<file path="src/rtl/tile_map_writer.sv">
// tile_map_writer: expands write/fill/block draw commands into one tile RAM write per cycle
module tile_map_writer #(
  parameter int RAM_DATA_WIDTH = 7,
  parameter int RAM_ADDR_WIDTH = 9,
  parameter int MAP_COLS = 20,
  parameter int MAP_ROWS = 15,
  parameter int BLK_W = 4,
  parameter int BLK_H = 4
) (
  input  logic                      clk_i,
  input  logic                      rst_ni,
  input  logic                      cmd_valid_i,
  output logic                      cmd_ready_o,
  input  logic [1:0]                cmd_op_i,
  input  logic [RAM_ADDR_WIDTH-1:0] cmd_addr_i,
  input  logic [RAM_DATA_WIDTH-1:0] cmd_data_i,
  output logic                      ram_we_o,
  output logic [RAM_ADDR_WIDTH-1:0] ram_addr_o,
  output logic [RAM_DATA_WIDTH-1:0] ram_data_o,
  output logic                      done_o,
  output logic                      err_o
);
  localparam logic [2:0] S_IDLE = 3'd0, S_WRITE = 3'd1, S_FILL = 3'd2, S_BLOCK = 3'd3, S_ERR = 3'd4;
  localparam int N = MAP_COLS * MAP_ROWS;
  localparam int LW = $clog2(N + 1);
  localparam int CW = $clog2(BLK_W + 1);
  localparam logic [RAM_ADDR_WIDTH-1:0] A_N = RAM_ADDR_WIDTH'(N);
  localparam logic [RAM_ADDR_WIDTH-1:0] A_COLS = RAM_ADDR_WIDTH'(MAP_COLS);
  localparam logic [RAM_ADDR_WIDTH-1:0] A_ROWS = RAM_ADDR_WIDTH'(MAP_ROWS);
  localparam logic [RAM_ADDR_WIDTH-1:0] A_BW = RAM_ADDR_WIDTH'(BLK_W);
  localparam logic [RAM_ADDR_WIDTH-1:0] A_BH = RAM_ADDR_WIDTH'(BLK_H);
  localparam logic [RAM_ADDR_WIDTH-1:0] A_STEP = RAM_ADDR_WIDTH'(MAP_COLS - BLK_W + 1);
  localparam logic [RAM_ADDR_WIDTH-1:0] A_ONE = RAM_ADDR_WIDTH'(1);
  localparam logic [RAM_DATA_WIDTH-1:0] D_ONE = RAM_DATA_WIDTH'(1);
  localparam logic [LW-1:0] L_FILL = LW'(N - 1);
  localparam logic [LW-1:0] L_BLK = LW'(BLK_W * BLK_H - 1);
  localparam logic [LW-1:0] L_ONE = LW'(1);
  localparam logic [CW-1:0] C_LAST = CW'(BLK_W - 1);
  localparam logic [CW-1:0] C_ONE = CW'(1);
  logic [2:0] state;
  logic [LW-1:0] left;
  logic [CW-1:0] c;
  logic [RAM_ADDR_WIDTH-1:0] col, row;
  logic in_map, blk_ok, ok;
  logic [LW-1:0] left_init;
  assign col = cmd_addr_i % A_COLS;
  assign row = cmd_addr_i / A_COLS;
  assign in_map = cmd_addr_i < A_N;
  assign blk_ok = in_map && (col + A_BW <= A_COLS) && (row + A_BH <= A_ROWS);
  assign ok = cmd_op_i == 2'b00 ? in_map : cmd_op_i == 2'b01 ? 1'b1 : cmd_op_i == 2'b10 ? blk_ok : 1'b0;
  assign left_init = cmd_op_i == 2'b00 ? '0 : cmd_op_i == 2'b01 ? L_FILL : L_BLK;
  assign cmd_ready_o = state == S_IDLE && rst_ni;
  // left counts writes still to come after the one on the outputs; 0 means this is the last
  always_ff @(posedge clk_i) begin
    if (!rst_ni) begin
      state <= S_IDLE;
      ram_we_o <= 1'b0;
      ram_addr_o <= '0;
      ram_data_o <= '0;
      done_o <= 1'b0;
      err_o <= 1'b0;
      left <= '0;
      c <= '0;
    end else if (state == S_IDLE) begin
      if (cmd_valid_i && !ok) begin
        state <= S_ERR;
        err_o <= 1'b1;
        left <= '0;
      end else if (cmd_valid_i) begin
        state <= cmd_op_i == 2'b00 ? S_WRITE : cmd_op_i == 2'b01 ? S_FILL : S_BLOCK;
        ram_we_o <= 1'b1;
        ram_addr_o <= cmd_op_i == 2'b01 ? '0 : cmd_addr_i;
        ram_data_o <= cmd_data_i;
        done_o <= left_init == '0;
        left <= left_init;
        c <= '0;
      end
    end else if (left == '0) begin
      state <= S_IDLE;
      ram_we_o <= 1'b0;
      done_o <= 1'b0;
      err_o <= 1'b0;
    end else begin
      left <= left - L_ONE;
      done_o <= left == L_ONE;
      c <= c == C_LAST ? '0 : c + C_ONE;
      ram_addr_o <= state == S_BLOCK && c == C_LAST ? ram_addr_o + A_STEP : ram_addr_o + A_ONE;
      ram_data_o <= state == S_BLOCK ? ram_data_o + D_ONE : ram_data_o;
    end
  end
endmodule

</file>
<file path="config.mk">
export PLATFORM = sky130hd
export DESIGN_NAME = tile_map_writer
export DESIGN_NICKNAME = d
export VERILOG_FILES = /design/src/rtl/tile_map_writer.sv
export SDC_FILE = /design/constraint.sdc
export NUM_CORES = 1
export LEC_CHECK = 0
export CAP_MARGIN = 30
export CORE_UTILIZATION = 56
export CTS_BUF_LIST = sky130_fd_sc_hd__clkbuf_16
export DETAILED_ROUTE_END_ITERATION = 7
export PLACE_DENSITY = 0.91
export SLEW_MARGIN = 15
export SYNTH_ARGS = -nofsm -noshare
export SYNTH_HDL_FRONTEND = slang
export SYNTH_SLANG_ARGS = --single-unit
</file>
<file path="constraint.sdc">
create_clock -name clk_i -period 4.25 [get_ports clk_i]
set_clock_uncertainty 0.2 [all_clocks]
set_input_delay 0.6375 -clock clk_i [delete_from_list [all_inputs] [get_ports clk_i]]
set_output_delay 0.6375 -clock clk_i [all_outputs]
set_load 0.02 [all_outputs]
</file>
---- Yosys cells after proc, flatten, opt, wreduce, memory -nomap -nowiden ----
Cells that the tools add are included.
operators by class
  add/sub/neg operators ................... 7
  div/mod/pow operators ................... 2
  magnitude comparators ................... 3
  equal/unequal tests ..................... 10
  multiplexer cells ....................... 41
  reduce and logical (&&, ||, !) cells .... 19
operators by type and width
  operator               number
  $mux W9                12
  $mux W7                5
  $mux W3                9
  $add A9 B3 Y9 const B  2
  $logic_not A9 Y1       2
  $mux W1                14
  $add A9 B1 Y9 const B  1
  $add A9 B5 Y9 const B  1
  $div A9 B5 Y9 const B  1
  $eq A9 B1 Y1 const B   1
  $le A9 B4 Y1 const B   1
  $le A9 B5 Y1 const B   1
  $lt A9 B9 Y1 const B   1
  $mod A9 B5 Y9 const B  1
  $sub A9 B1 Y9 const B  1
  $reduce_and A2 Y1      4
  $add A7 B1 Y7 const B  1
  $eq A3 B2 Y1 const B   2
  $ne A2 B2 Y1 const B   3
  $reduce_and A3 Y1      2
  $logic_and A1 B1 Y1    5
  $reduce_and A4 Y1      1
  $reduce_bool A2 Y1     2
  $add A3 B1 Y3 const B  1
  8 further kinds        8
word-level totals
  register bits ........................... 34
  bits of input ports ..................... 21
  output and inout port bits .............. 20
  word-level logic and storage cells ...... 90

---- Logic depth before layout (Yosys ltp) ----
Gate-level depths: netlist (run 1).
  depth in word-level cells ............... 12
  mapped depth ............................ 15
  mapped depth without buffers ............ 12

---- Least setup slack after synthesis (run 1) ----
No wires, ideal clock.
  kind .................................... in2reg
  start point ............................. input port cmd_addr_i[7]
  end point ............................... register c[2]
  library setup time ...................... 0.116 ns
  arrival time ............................ 3.001 ns
  data required time ...................... 3.934 ns
  slack ................................... 0.933 ns
  cell stages on the path ................. 14
  buffers on the path ..................... 3
  path through ............................ buf_6 buf_6 nor4b_1 o31ai_1 o21ai_0 a22o_1 xor2_1 inv_1 ha_1 o211ai_2 o21a_4 a31oi_4 buf_6 o211a_1
on the way
  word-level cells in the longest chain between the ends .. 12
  elaborated cells between the ends (all ways) .. 16
  those cells by class .................... 2 x add/sub; 2 x div; 3 x order compare; 1 x eq/ne; 3 x mux; 5 x reduce/logical
ends and longest elaborated chain
  element                            RTL line  text
  start: declaration                 15        input logic [RAM_ADDR_WIDTH-1:0] cmd_addr_i,
  $mod A9 B5 Y9                      46        assign col = cmd_addr_i % A_COLS;
  $add A9 B3 Y9                      49        assign blk_ok = in_map && (col + A_BW <= A_COLS) && (row + A_BH <= A_ROWS);
  $le A9 B5 Y1                       49
  $logic_and A1 B1 Y1 (2 in series)  49
  $mux W1 (2 in series)              50        assign ok = cmd_op_i == 2'b00 ? in_map : cmd_op_i == 2'b01 ? 1'b1 : cmd_op_i == 2'b10 ? blk_ok : 1'b0;
  $mux W1 (*)                        50
  $logic_not A1 Y1 (*)               65        if (cmd_valid_i && !ok) begin
  $logic_and A1 B1 Y1 (*)            65
  $ne A2 B2 Y1 (no line) (*)         --
  $reduce_and A3 Y1 (no line) (*)    --
  end signal: assignment             86        c <= c == C_LAST ? '0 : c + C_ONE;
  end: declaration                   42        logic [CW-1:0] c;
Every way passes the cells marked *; elsewhere a longest branch is shown, timed or not.
A chain may end at the register's enable or synchronous reset.

---- Worst setup path in the final report (run 1) ----
  start point ............................. input port cmd_addr_i[7]
  end point ............................... register ram_data_o[0]
on the way
  word-level cells in the longest chain between the ends .. 12
  elaborated cells between the ends (all ways) .. 16
  those cells by class .................... 2 x add/sub; 2 x div; 3 x order compare; 1 x eq/ne; 3 x mux; 5 x reduce/logical
ends and longest elaborated chain
  element                            RTL line  text
  $mod A9 B5 Y9                      46
  $add A9 B3 Y9                      49
  $le A9 B5 Y1                       49
  $logic_and A1 B1 Y1 (2 in series)  49
  $mux W1 (2 in series)              50
  $mux W1 (*)                        50
  $logic_not A1 Y1 (*)               65
  $logic_and A1 B1 Y1 (*)            65
  $ne A2 B2 Y1 (no line) (*)         --
  $reduce_and A4 Y1 (no line) (*)    --
  end signal: assignment             73        ram_data_o <= cmd_data_i;
  end signal: assignment             88        ram_data_o <= state == S_BLOCK ? ram_data_o + D_ONE : ram_data_o;
  end: declaration                   19        output logic [RAM_DATA_WIDTH-1:0] ram_data_o,
Marked as above.

==> results by stage, run 1 <==
Route:
- The routed design has roughly 8.6 mm of wire.
- The DRC violation count after routing is 0.
- The first routing iteration left about 360 violations.
- The number of iterations in the first detailed-routing pass is 6.
- The post-detailed-route wirelength per cell is 17.49 um.
- The count of antenna-violating nets left after detailed routing is 0.
- The overall via count from detail_route is about 3200.
- The average vias per placed instance is ~6.5.

Timing:
- The worst-case headroom to the max-slew limit is 65.71%.
- Setup repair after global routing left no endpoint under its margin.
- The post-route clock period utilization is 92.70%.
- At the pin with the least slew margin, the transition time is 0.5013 ns.
- The number of hold violations in the final report came to 0.
- Setup violations remaining at the end of the flow were counted as 0.
- The highest clock frequency the design can meet is ~250 MHz.
- The minimum clock period is about 3.9 ns.
- The setup TNS after final layout is 0 ns.
- The count of pins over their slew limit is 0.

Finish:
- For this run, the post-layout net count is around 450.
- The area growth from synthesis to layout is 24.21%.
- The layout has 357 filler cells.
- The ratio of cells with drive above 1 in the final layout is 13.74%.
- The count of inserted antenna diode cells is 0.

CTS:
- The clock transition at the register clock pins on the worst setup and hold paths after CTS is about 0.05 ns.
- The number of sinks on the clock net is 34.
- The clock passes through at most 2 buffers.
- The quantity of hold-fixing buffers added after cts is 0.
- The later pin in the worst-skew pair is clocked with a latency of between 0.2 and 0.3 ns.
- The maximum level of the CTS H-tree is 2.
- The number of buffers inserted during clock tree synthesis is 5.
- The library cell used as clock root buffer is sky130_fd_sc_hd__clkbuf_16.
- Once the clock tree was built, the setup fixing pass inserted 0 buffers.
- Gates resized during post-CTS repair numbered 0.
- TritonCTS built the clock tree.

Critical path:
- The launching point of the worst reg2reg path is state[0].
- Data arrives at the worst endpoint at around 4.0 ns.
- The count of buffering cells on the critical path with inverters included is 2.
- The setup check on the worst reg-to-reg path leaves a slack of between 1.5 and 2 ns.
- The slowest cell on the critical path is sky130_fd_sc_hd__clkdlybuf4s50_1.
- The critical path in this run is classified as input pin to flop.
- The cell that appears most often on the critical path is sky130_fd_sc_hd__o211ai_2.
- The maximum fanout encountered on the critical timing path is 15.
- The terminus of the critical flop-to-flop path is ram_addr_o[7].
- The cell class contributing the biggest share of worst-path delay is compound AO/OA/AOI/OAI gates.
- The critical path's largest stage delay is roughly 0.57 ns.
- The depth of the worst register-to-register path is 11.
- The signal on the critical path passes through clkdlybuf4s50_1 > buf_4 > or2_1 > a311oi_1 > o21ai_1 > a32oi_4 > a31oi_4 > ha_1 > o211ai_2 > o211ai_2 > and2_1 > o221a_1.
- STA classifies the critical path endpoint as a flop.
- STA classifies the critical path startpoint as an input pin.
- For the worst setup path, the data required time is roughly 4.3 ns.

Global routing:
- The via count of the first global-routing pass was between 2000 and 3000.
- Entering global routing, the biggest net connects 32 pins.
- The global-route wire length before repair is between 10 and 15 mm.
- The total overflow left after global routing is 0.
- The number of antenna violations at the first check in global routing is 0.
- For this run, the total global-route usage over all layers was measured as a little under a third.

Floorplanning:
- The vertical die dimension is 74.22 um.
- The core area is a little under 5000 um2.
- In this run the horizontal extent of the chip is 74.22 um.
- The standard-cell row count is 25.
- The top-level I/O count is slightly above 40.
- The initial cell density of the core is around 60%.
- The die covers 5508 um2.

Power and ir drop:
- The cell area power density is approximately 520 nW/um2.
- After layout, the design draws a total of 1.879 mW.
- The maximum VDD drop is 0.0003366 V.
- The leakage dissipation is ~1.4 nW.

Synthesis:
- The average size of a mapped cell is between 7 and 8 um2.
- Yosys attributes the largest share of cell area to sky130_fd_sc_hd__dfxtp_1, sky130_fd_sc_hd__nand2_1, sky130_fd_sc_hd__a21oi_1.
- The most used flip-flop cell after synthesis is sky130_fd_sc_hd__dfxtp_1.
- The number of synthesized register bits is 34.
- In the synthesized netlist the async set-or-reset flop fraction comes to 0%.
- After synthesis, the netlist uses 76 different library cells.
- Summing every instance area after synthesis gives ~2900 um2.
- The count of warnings emitted by yosys is 0.
- In this run the biggest area consumer among cell types represents a little under a quarter of the synthesized area.
- The number of nets in the synthesized netlist is 408.
- The share of the Yosys chip area taken by registers is 23.31%.
- The synthesized design spends more area on one cell type than any other, namely sky130_fd_sc_hd__dfxtp_1.
- The number of enable-type register cells in the synthesized netlist is 0.
- The cell count after synthesis came out at 377.

Min path:
- For hold timing, the worst endpoint is ram_we_o.
- The startpoint identified for the worst hold timing path is ram_we_o.
- The cell depth of the worst min-delay path is 2.
- In this run the worst hold path is classified as flop to flop.

Run:
- Max-cap violations in this run came to 0.

Place:
- Detailed placement finished with a half-perimeter wire length of between 5 and 6 mm.
- The number of input and output port buffers inserted is 40.
- The placer's final routability congestion estimate is roughly 0.94.

Status:
- The flow ran to the end, and the final reports show no timing, DRC or antenna violations.
-- power by group --
group	leakage, nW	switching, mW	internal, mW
clock	0.0773	0.135	0.271
sequential	0.278	0.0965	0.408
combinational	1.08	0.562	0.407
-- registers in the layout (all words and copies together), names as in the netlist --
register,count
left,9
ram_addr_o,9
ram_data_o,7
c,3
state,3
done_o,1
err_o,1
ram_we_o,1
-- placed cells by master, fill, tap and decap left out, types with 5 or more instances in the layout --
cell,n
sky130_fd_sc_hd__inv_1,12
sky130_fd_sc_hd__ha_1,10
sky130_fd_sc_hd__nand3_1,8
sky130_fd_sc_hd__nor2b_1,7
sky130_fd_sc_hd__nor2_1,32
sky130_fd_sc_hd__o32ai_2,5
sky130_fd_sc_hd__nor3_1,15
sky130_fd_sc_hd__a31oi_1,5
sky130_fd_sc_hd__a21oi_1,29
sky130_fd_sc_hd__buf_4,24
sky130_fd_sc_hd__and2_1,5
sky130_fd_sc_hd__nand2_1,49
sky130_fd_sc_hd__clkbuf_16,5
sky130_fd_sc_hd__o21ai_0,20
sky130_fd_sc_hd__and3_1,8
sky130_fd_sc_hd__mux2i_1,7
sky130_fd_sc_hd__dfxtp_1,34
sky130_fd_sc_hd__xnor2_1,5
sky130_fd_sc_hd__clkdlybuf4s50_1,40
-- area by class of cell --
type	instances	area [um2]	share of cell area, %
sequential	34	680.7	18.77
tap	67	83.83	2.311
clock inverter	2	33.78	0.9314
clock buffer	5	125.1	3.449
inverter	14	52.55	1.449
timing repair buffer	66	620.6	17.11
multi-input combinational	301	2031	55.98
-- synth_stat cells (all sizes together) (5+ instances only) --
| cell type | instances |
|---|---|
| o21ai | 22 |
| o21a | 5 |
| o32ai | 7 |
| a31oi | 7 |
| dfxtp | 34 |
| nor2b | 7 |
| clkbuf | 14 |
| nand2 | 49 |
| xnor2 | 6 |
| buf | 14 |
| nor3 | 16 |
| mux2i | 8 |
| a21oi | 29 |
| ha | 10 |
| inv | 13 |
| and2 | 6 |
| and3 | 8 |
| nor2 | 32 |
| nand3 | 8 |
-- per-stage QoR --
| stage | util (%) | worst slack, ns | area [um2] | hold slack, ns | cells |
|---|---|---|---|---|---|
| final | 74.33 | 0.3102 | 3627 | 0.2770 | 489 |
| after global routing | 74.33 | 0.05304 | 3627 | 0.3018 | 489 |
| after CTS | 74.33 | 0.3292 | 3627 | 0.2763 | 489 |
| after detailed placement | 71.08 | 0.1035 | 3468 | 0.2578 | 482 |
| after global placement | 71.08 | 0.1922 | 3468 | 0.2520 | 482 |
| after floorplan | - | 0.9328 | 2920 | 0.2451 | 377 |
-- kinds of logic after synthesis --
logic type | count (synthesis) | synth area share [%]
adders and majority gates | 10 | 4.284
DFF | 34 | 23.31
buffers and inverters | 42 | 7.326
xor gates and xnor gates | 10 | 3.256
AOI/OAI and AO/OA | 123 | 33.51
muxes | 9 | 3.256
and+or+nand+nor | 149 | 25.06
-- worst register-to-register path: cells and delay by family (launching register included) --
family          cells  cell delay (ns)
mux                 1             0.19
compound gates      2             0.52
simple gates        6             0.85
fa+ha+maj           1             0.26
flops               1             0.41
xor+xnor            1             0.14
-- layer usage --
metal	share of wire (%)	GRT usage (%)
met4	3.5	16.56
met5	0	0
met3	6.8	6.233
met1	42	38.37
met2	48	53.64
-- worst max path at each step --
stage | cells after the start | slack (ns) | end | start
2_1_floorplan | 14 | 0.93 | c[2] | cmd_addr_i[7]
6_report | 12 | 0.31 | ram_data_o[0] | cmd_addr_i[7]
4_1_cts | 13 | 0.33 | ram_data_o[0] | cmd_addr_i[7]
3_3_place_gp | 13 | 0.19 | ram_data_o[1] | cmd_addr_i[8]
5_1_grt | 14 | 0.05 | ram_data_o[1] | cmd_addr_i[7]
3_5_place_dp | 13 | 0.10 | ram_data_o[0] | cmd_addr_i[7]
Power figures use the tool's default switching activity.
==> run 2, diff against run 1 <==
Settings changed: RECOVER_POWER from default to 100.
==> run 2 against run 1 <==
  * Count of clock-buffer cells in the layout is the same
  * Core utilization fell by 0.85 points
  * Power down 2.2%
  * Via count shrank 0.38%
  * Sequential cell count unchanged
==> results by stage, run 2 (same netlist as run 1, synthesis figures left out) <==
Status:
- The run finished with clean final reports.

Route:
- The DRC violation count after routing is 0.
- The wire length after detailed routing is 8.520 mm.
- The violation count after the first detailed-route iteration is approximately 390.
- In the final routed layout, each cell accounts on average for around 17 um.
- For this block, the via count after detailed routing is 3161.
- The average vias per placed instance is 6.464.
- The number of iterations in the first detailed-routing pass is 5.
- In this run the remaining antenna-violating nets after routing total 0.

CTS:
- The post-cts sizing count is 0.
- The number of buffers inserted during clock tree synthesis is 5.
- The number of sinks on the clock net is 34.
- The quantity of hold-fixing buffers added after cts is 0.
- The H-tree was split into 2 levels.
- The later-pin clock latency in the skew report is between 0.2 and 0.3 ns.
- The clock transition at the register clock pins on the worst setup and hold paths after CTS is about 0.050 ns.
- The library cell used as clock root buffer is sky130_fd_sc_hd__clkbuf_16.
- TritonCTS built the clock tree.
- In this run the deepest clock path goes through 2 buffers.
- The number of post-CTS setup repair buffers is 0.

Place:
- The placer's final routability congestion estimate is ~0.94.
- The area after detailed placement is 3468 um2.
- The number of input and output port buffers inserted is 40.
- The total half-perimeter wirelength after legalization and detailed placement is 5.899 mm.

Floorplanning:
- The floorplan step set the die width to approximately 74 um.
- The top-level I/O count is 41.
- The floorplan step defined a die boundary enclosing 5508 um2.
- The core area is about 4900 um2.
- Once the floorplan was initialized, standard cells occupied about three fifths of the core.
- The floorplan step set the die height to about 74 um.
- The standard-cell row count is 25.

Finish:
- The share of the core filled with cells in the final layout is 73.49%.
- Leaving out fill and tap cells, the most frequent cells in the layout are sky130_fd_sc_hd__nand2_1, sky130_fd_sc_hd__dfxtp_1, sky130_fd_sc_hd__nor2_1.
- The largest registers in the layout are left (9), ram_addr_o (9), ram_data_o (7).
- For this run, the post-layout net count is roughly 450.
- After filler insertion, the fill cell instance count of the layout stands at approximately 370.
- The area of all placed cells without fillers is between 3000 and 4000 um2.
- The count of inserted antenna diode cells is 0.
- Summing all multi-input logic gate instances after layout gives roughly 2000 um2.
- Across the whole layout, storage elements account for slightly below 700 um2.
- The commonest non-fill, non-tap cell in the layout is sky130_fd_sc_hd__nand2_1.
- Relative to the synthesized area, the layout overhead comes to 22.79%.
- Of the cells placed in the final design, the portion with a size suffix greater than 1 is about an eighth.

Timing:
- Dividing the final minimum period by the clock period gives roughly 93%.
- Final hold analysis gives a worst-case slack of between 0.2 and 0.3 ns.
- In this run the tightest slew margin relative to its limit is between 60 and 70%.
- In the final timing run, aggregate negative setup slack is 0 ns.
- The count of pins over their slew limit is 0.
- The number of hold violations in the final report is 0.
- Setup violations remaining at the end of the flow were counted as 0.
- The highest clock frequency the design can meet is 253.7 MHz.
- Setup repair after global routing left no endpoint under its margin.
- The transition time of the tightest slew-check pin is about 0.5 ns.
- The minimum clock period is between 3 and 4 ns.

Critical path:
- STA classifies the critical path endpoint as a flop.
- Data on the critical path arrives at its endpoint at 3.94 ns.
- The startpoint identified for the worst register-to-register timing path is left[4].
- Along the worst path, the maximum fanout reaches 15.
- The critical path required time is roughly 4.3 ns.
- The launching element type of the critical path is an input pin.
- In this run the worst setup path begins at cmd_addr_i[7].
- The type of the setup path with the least slack is input pin to flop.

Power and ir drop:
- VDD sags by at most around 0.00033 V.
- Power spread over the standard cell area amounts to 512.5 nW/um2.
- Total power for the finished layout comes to between 1.5 and 2 mW.
- The analysis attributes to cell leakage a power of 1.478 nW.

Global routing:
- The via count of the first global-routing pass came to between 2000 and 3000.
- The first global-routing pass estimated around 13 mm of wire.
- The overall track demand over capacity in global routing is between 30% and 40%.
- The number of antenna violations at the first check in global routing was 0.
- The largest net degree at the start of global routing is 32.
- The total overflow reported by the global router is 0.

Min path:
- The worst min-delay path category is flop to flop.
- The startpoint identified for the worst hold timing path is err_o.

Run:
- The tool flagged a number of max-cap violations equal to 0.
## run 2: cell types whose count changed in the layout (fill, tap and decap cells not counted), moves of 3 or more
cell | before | now
sky130_fd_sc_hd__dlygate4sd3_1 | 0 | 21
sky130_fd_sc_hd__o32ai_1 | 2 | 5
sky130_fd_sc_hd__clkdlybuf4s50_1 | 40 | 19
sky130_fd_sc_hd__o32ai_2 | 5 | 2
## run 2: final timing paths
check,endpoint,slack (ns),cells past startpoint
min,err_o,0.28,1
max reg2reg,ram_addr_o[1],1.53,7
min reg2reg,err_o,0.28,1
max,ram_addr_o[1],0.31,14
## run 2: area by class of cell
cell class	count	share of cell area [%]
multi-input cells	301	55.55
repair buffers	66	17.24
clock buffers	5	3.489
clock inverters	2	0.9421
well taps	67	2.338
inverters	14	1.465
flip-flops and latches	34	18.98
## run 2: critical path, stage by stage
cell and delay, ns:
sky130_fd_sc_hd__clkdlybuf4s50_1 0.66, sky130_fd_sc_hd__buf_4 0.28, sky130_fd_sc_hd__xor2_1 0.12, sky130_fd_sc_hd__o211a_1 0.23, sky130_fd_sc_hd__o31ai_2 0.22, sky130_fd_sc_hd__o211ai_1 0.15, sky130_fd_sc_hd__xor2_1 0.23, sky130_fd_sc_hd__inv_1 0.07
sky130_fd_sc_hd__ha_1 0.28, sky130_fd_sc_hd__o211ai_2 0.13, sky130_fd_sc_hd__o21a_4 0.25, sky130_fd_sc_hd__a31oi_1 0.29, sky130_fd_sc_hd__buf_12 0.18, sky130_fd_sc_hd__mux2i_1 0.22
## run 2: metrics by stage
stage	cells	worst slack (ns)
after floorplan	377	0.9328
after global placement	482	0.1922
after detailed placement	482	0.1035
after CTS	489	0.3292
after global routing	489	0.03646
final	489	0.3078
## run 2: layer usage
layer | track usage [%] | vias up | wire length [um]
li1 | - | 1485 | -
met1 | 38.37 | 1481 | 3578
met2 | 53.64 | 160 | 4093
met3 | 6.233 | 35 | 554
met4 | 16.56 | 0 | 293
met5 | 0 | - | 0
## run 2: report_power, final
group          switching [mW]  total, mW  internal [mW]
Clock                   0.136      0.407          0.271
Sequential             0.0945      0.502          0.408
Combinational           0.548      0.928          0.380
Total                   0.778       1.84           1.06
==> run 3, diff against run 2 <==
Clock period 4.25 ns to 3.77 ns, I/O delays scaled along.
==> run 3 against run 2 <==
  * The run now ends with negative setup slack left
  * Setup slack lost 0.48 ns
  * Routed wire length increased by 18%
  * Sequential cell count stayed put
  * Sequential power is 13% higher
  * Clock power is 2% lower
  * Critical path type unchanged
  * Largest cell class unchanged
  * Largest power group unchanged
==> results by stage, run 3 (same netlist as run 1, synthesis figures left out) <==
Timing:
- The worst path in the final design needs a cycle of 3.946 ns, including I/O delays and setup.
- After layout, the worst path uses 104.7% of the clock period.
- The highest clock frequency the design can meet is 253.4 MHz.
- For the pin with the worst max-slew slack, the measured transition is around 0.74 ns.
- In the post-route analysis, the smallest setup slack over all paths is -0.1762 ns.
- The worst-case headroom to the max-slew limit is about half.
- The number of hold violations in the final report is 0.
- The count of pins over their slew limit is 0.
- Setup violations remaining at the end of the flow were counted as 24.

Finish:
- The top cell types in the final layout, fill and taps aside, are sky130_fd_sc_hd__buf_4, sky130_fd_sc_hd__nand2_1, sky130_fd_sc_hd__dfxtp_1.
- After the flow finishes, the layout carries non-filler instances totaling approximately 520.
- At the end of the flow, the number of nets in the layout was 480.
- The count of inserted antenna diode cells is 0.
- The relative area change from synthesis to final layout is 32.78%.
- In the final layout, the registers with the most flip-flops are left (9), ram_addr_o (9), ram_data_o (7).
- The library cell used most frequently in the layout, excluding fill and tap cells, is sky130_fd_sc_hd__buf_4.
- The ratio of cells with drive above 1 in the final layout is 20.67%.

Global routing:
- The via count of the first global-routing pass is ~3200.
- The overall track demand over capacity in global routing is around 34%.
- The number of antenna violations at the first check in global routing is 0.
- For this run the aggregate overflow at the end of global routing stands at 0.
- Entering global routing, the biggest net connects 32 pins.
- The first global-routing pass estimated 14.37 mm of wire.

Place:
- The total half-perimeter wirelength after legalization and detailed placement is a little over 6 mm.
- Buffers placed on the I/O ports in this run total 40.
- The cell total after placement is 506.
- The congestion estimate from routability-driven global placement came to around 0.94.

Power and ir drop:
- Net switching is about 45% of the power.
- Combinational logic is responsible for 54.3% of the overall power.
- In this run the power spent charging and discharging nets is around 0.95 mW.
- The clock network burns 18.8% of the power.
- The maximum VDD drop is ~0.00036 V.
- For this design the ratio of total power to cell area is about 550 nW/um2.
- In this run, flip-flops and latches consume between 20% and 30% of the power.
- The analysis attributes to cell leakage a power of around 1.6 nW.
- The overall power after layout is ~2.1 mW.
- The internal power summed over all cells is approximately 1.2 mW.

Floorplanning:
- The full die area is 5508 um2.
- 41 I/O pins were placed.
- The core area is around 4900 um2.
- The standard-cell row count is 25.
- The horizontal extent of the die is 74.22 um.
- The vertical die dimension is roughly 74 um.
- The initial cell density of the core is approximately three fifths.

Min path:
- The cell depth of the worst min-delay path is 1.
- The worst hold path begins at c[2].
- The worst min-delay path category is flop to flop.
- For hold timing, the worst endpoint is c[2].

Critical path:
- The launching point of the worst reg2reg path is state[0].
- The worst register-to-register path has a depth of 11.
- The maximum fanout encountered on the critical timing path is 11.
- The critical path starts at cmd_addr_i[6].
- STA classifies the critical path startpoint as an input pin.
- At the worst endpoint, the arrival time is between 3 and 4 ns.
- The type of the setup path with the least slack is input pin to flop.
- The worst register-to-register path ends at ram_addr_o[7].
- The reg2reg setup slack is about 0.95 ns.
- The worst setup path is captured at a flop.
- The critical path required time is approximately 3.7 ns.

CTS:
- The maximum level of the CTS H-tree is 2.
- The number of buffers inserted during clock tree synthesis is 5.
- The clock reaches the later pin of the worst-skew pair after around 0.28 ns.
- The library cell used as clock root buffer is sky130_fd_sc_hd__clkbuf_16.
- The CTS tree is yes.
- Clock-pin slew was measured on the worst setup and hold paths at 0.05 ns.
- The number of sinks on the clock net is 34.
- In this run the deepest clock path goes through 2 buffers.

Route:
- The overall via count from detail_route is about 3500.
- The count of antenna-violating nets left after detailed routing is 0.
- Using the TritonRoute via totals, the vias-per-cell ratio works out to about 6.7.
- The DRC violation count after routing is 0.
- The routed design has 10.02 mm of wire.
- Dividing the detail-routed wire length by the instance count gives around 19 um.
- The first routing iteration left 524 violations.
- The first TritonRoute pass finished after 7 iterations.

Status:
- The checks that failed: negative setup slack.
- The flow ran to the end, but the final reports show violations.

Run:
- The number of maximum-capacitance violations is 0.
-- run 3: changes by cell type in the layout (fill, tap and decap cells not counted), moves of 2 or more --
cell / delta
sky130_fd_sc_hd__buf_4: +27
sky130_fd_sc_hd__o32ai_2: +4
sky130_fd_sc_hd__dlymetal6s2s_1: +3
sky130_fd_sc_hd__o21ai_0: -2
sky130_fd_sc_hd__clkdlybuf4s50_1: -2
sky130_fd_sc_hd__o21ai_1: +2
sky130_fd_sc_hd__o32ai_1: -4
-- run 3: metal layers --
| layer | vias to the layer above | part of all wire (%) | wire length, um | GRT usage [%] |
|---|---|---|---|---|
| li1 | 1531 | - | - | - |
| met1 | 1585 | 36 | 3619 | 38.60 |
| met2 | 279 | 49 | 4878 | 58.59 |
| met3 | 70 | 9.2 | 922 | 6.098 |
| met4 | 0 | 6.0 | 597 | 20.55 |
| met5 | - | 0 | 0 | 0 |
-- run 3: power groups by stage --
stage / logic (mW) / registers (mW) / clock network (mW)
3_5_place_dp: 1.05 / 0.567 / 0
4_1_cts: 1.10 / 0.562 / 0.397
2_1_floorplan: 0.679 / 0.603 / 0
3_3_place_gp: 1.00 / 0.563 / 0
6_report: 1.15 / 0.568 / 0.398
5_1_grt: 1.23 / 0.579 / 0.412
-- run 3: worst max path at each step --
stage | to | depth (start not counted)
after floorplan | c[2] | 14
after global placement | ram_addr_o[4] | 13
after detailed placement | ram_data_o[1] | 14
after CTS | ram_addr_o[6] | 14
after global routing | done_o | 15
final | done_o | 15
-- run 3: final cells by class --
| class | count | area [um2] |
|---|---|---|
| inverter | 14 | 52.55 |
| clock inverter | 3 | 16.27 |
| fill | 291 | 1002 |
| multi-input combinational | 301 | 2085 |
| timing repair buffer | 93 | 834.6 |
| clock buffer | 5 | 125.1 |
| tap | 67 | 83.83 |
| sequential | 34 | 680.7 |
-- run 3: through the flow --
stage	cell area (um2)	utilization, %	setup TNS [ns]	hold WS (ns)	setup slack (ns)
after detailed placement	3636	74.51	-7.275	0.2556	-0.3615
final	3877	79.46	-1.591	0.2731	-0.1762
after global placement	3636	74.51	-2.617	0.2505	-0.1496
after global routing	3877	79.46	-4.617	0.2828	-0.2714
after floorplan	2920	-	0	0.2451	0.5248
after CTS	3811	78.10	0	0.2735	0.01724
-- run 3: timing repair --
action	in CTS	in global routing
pin swaps	1	7
buffers inserted	1	2
setup endpoints to repair	13	27
hold buffers	0	0
resized for setup	3	12
-- run 3: worst max-delay path, cell delays in order --
cell and delay, ns:
sky130_fd_sc_hd__clkdlybuf4s50_1 0.49, sky130_fd_sc_hd__buf_4 0.20, sky130_fd_sc_hd__inv_1 0.10, sky130_fd_sc_hd__o41ai_1 0.52
sky130_fd_sc_hd__o32a_1 0.26, sky130_fd_sc_hd__a22o_1 0.18, sky130_fd_sc_hd__xor2_1 0.21, sky130_fd_sc_hd__inv_1 0.07
sky130_fd_sc_hd__ha_1 0.30, sky130_fd_sc_hd__o211ai_4 0.23, sky130_fd_sc_hd__o211ai_2 0.17, sky130_fd_sc_hd__buf_4 0.21
sky130_fd_sc_hd__buf_4 0.15, sky130_fd_sc_hd__nor2b_1 0.17, sky130_fd_sc_hd__nor3_1 0.08
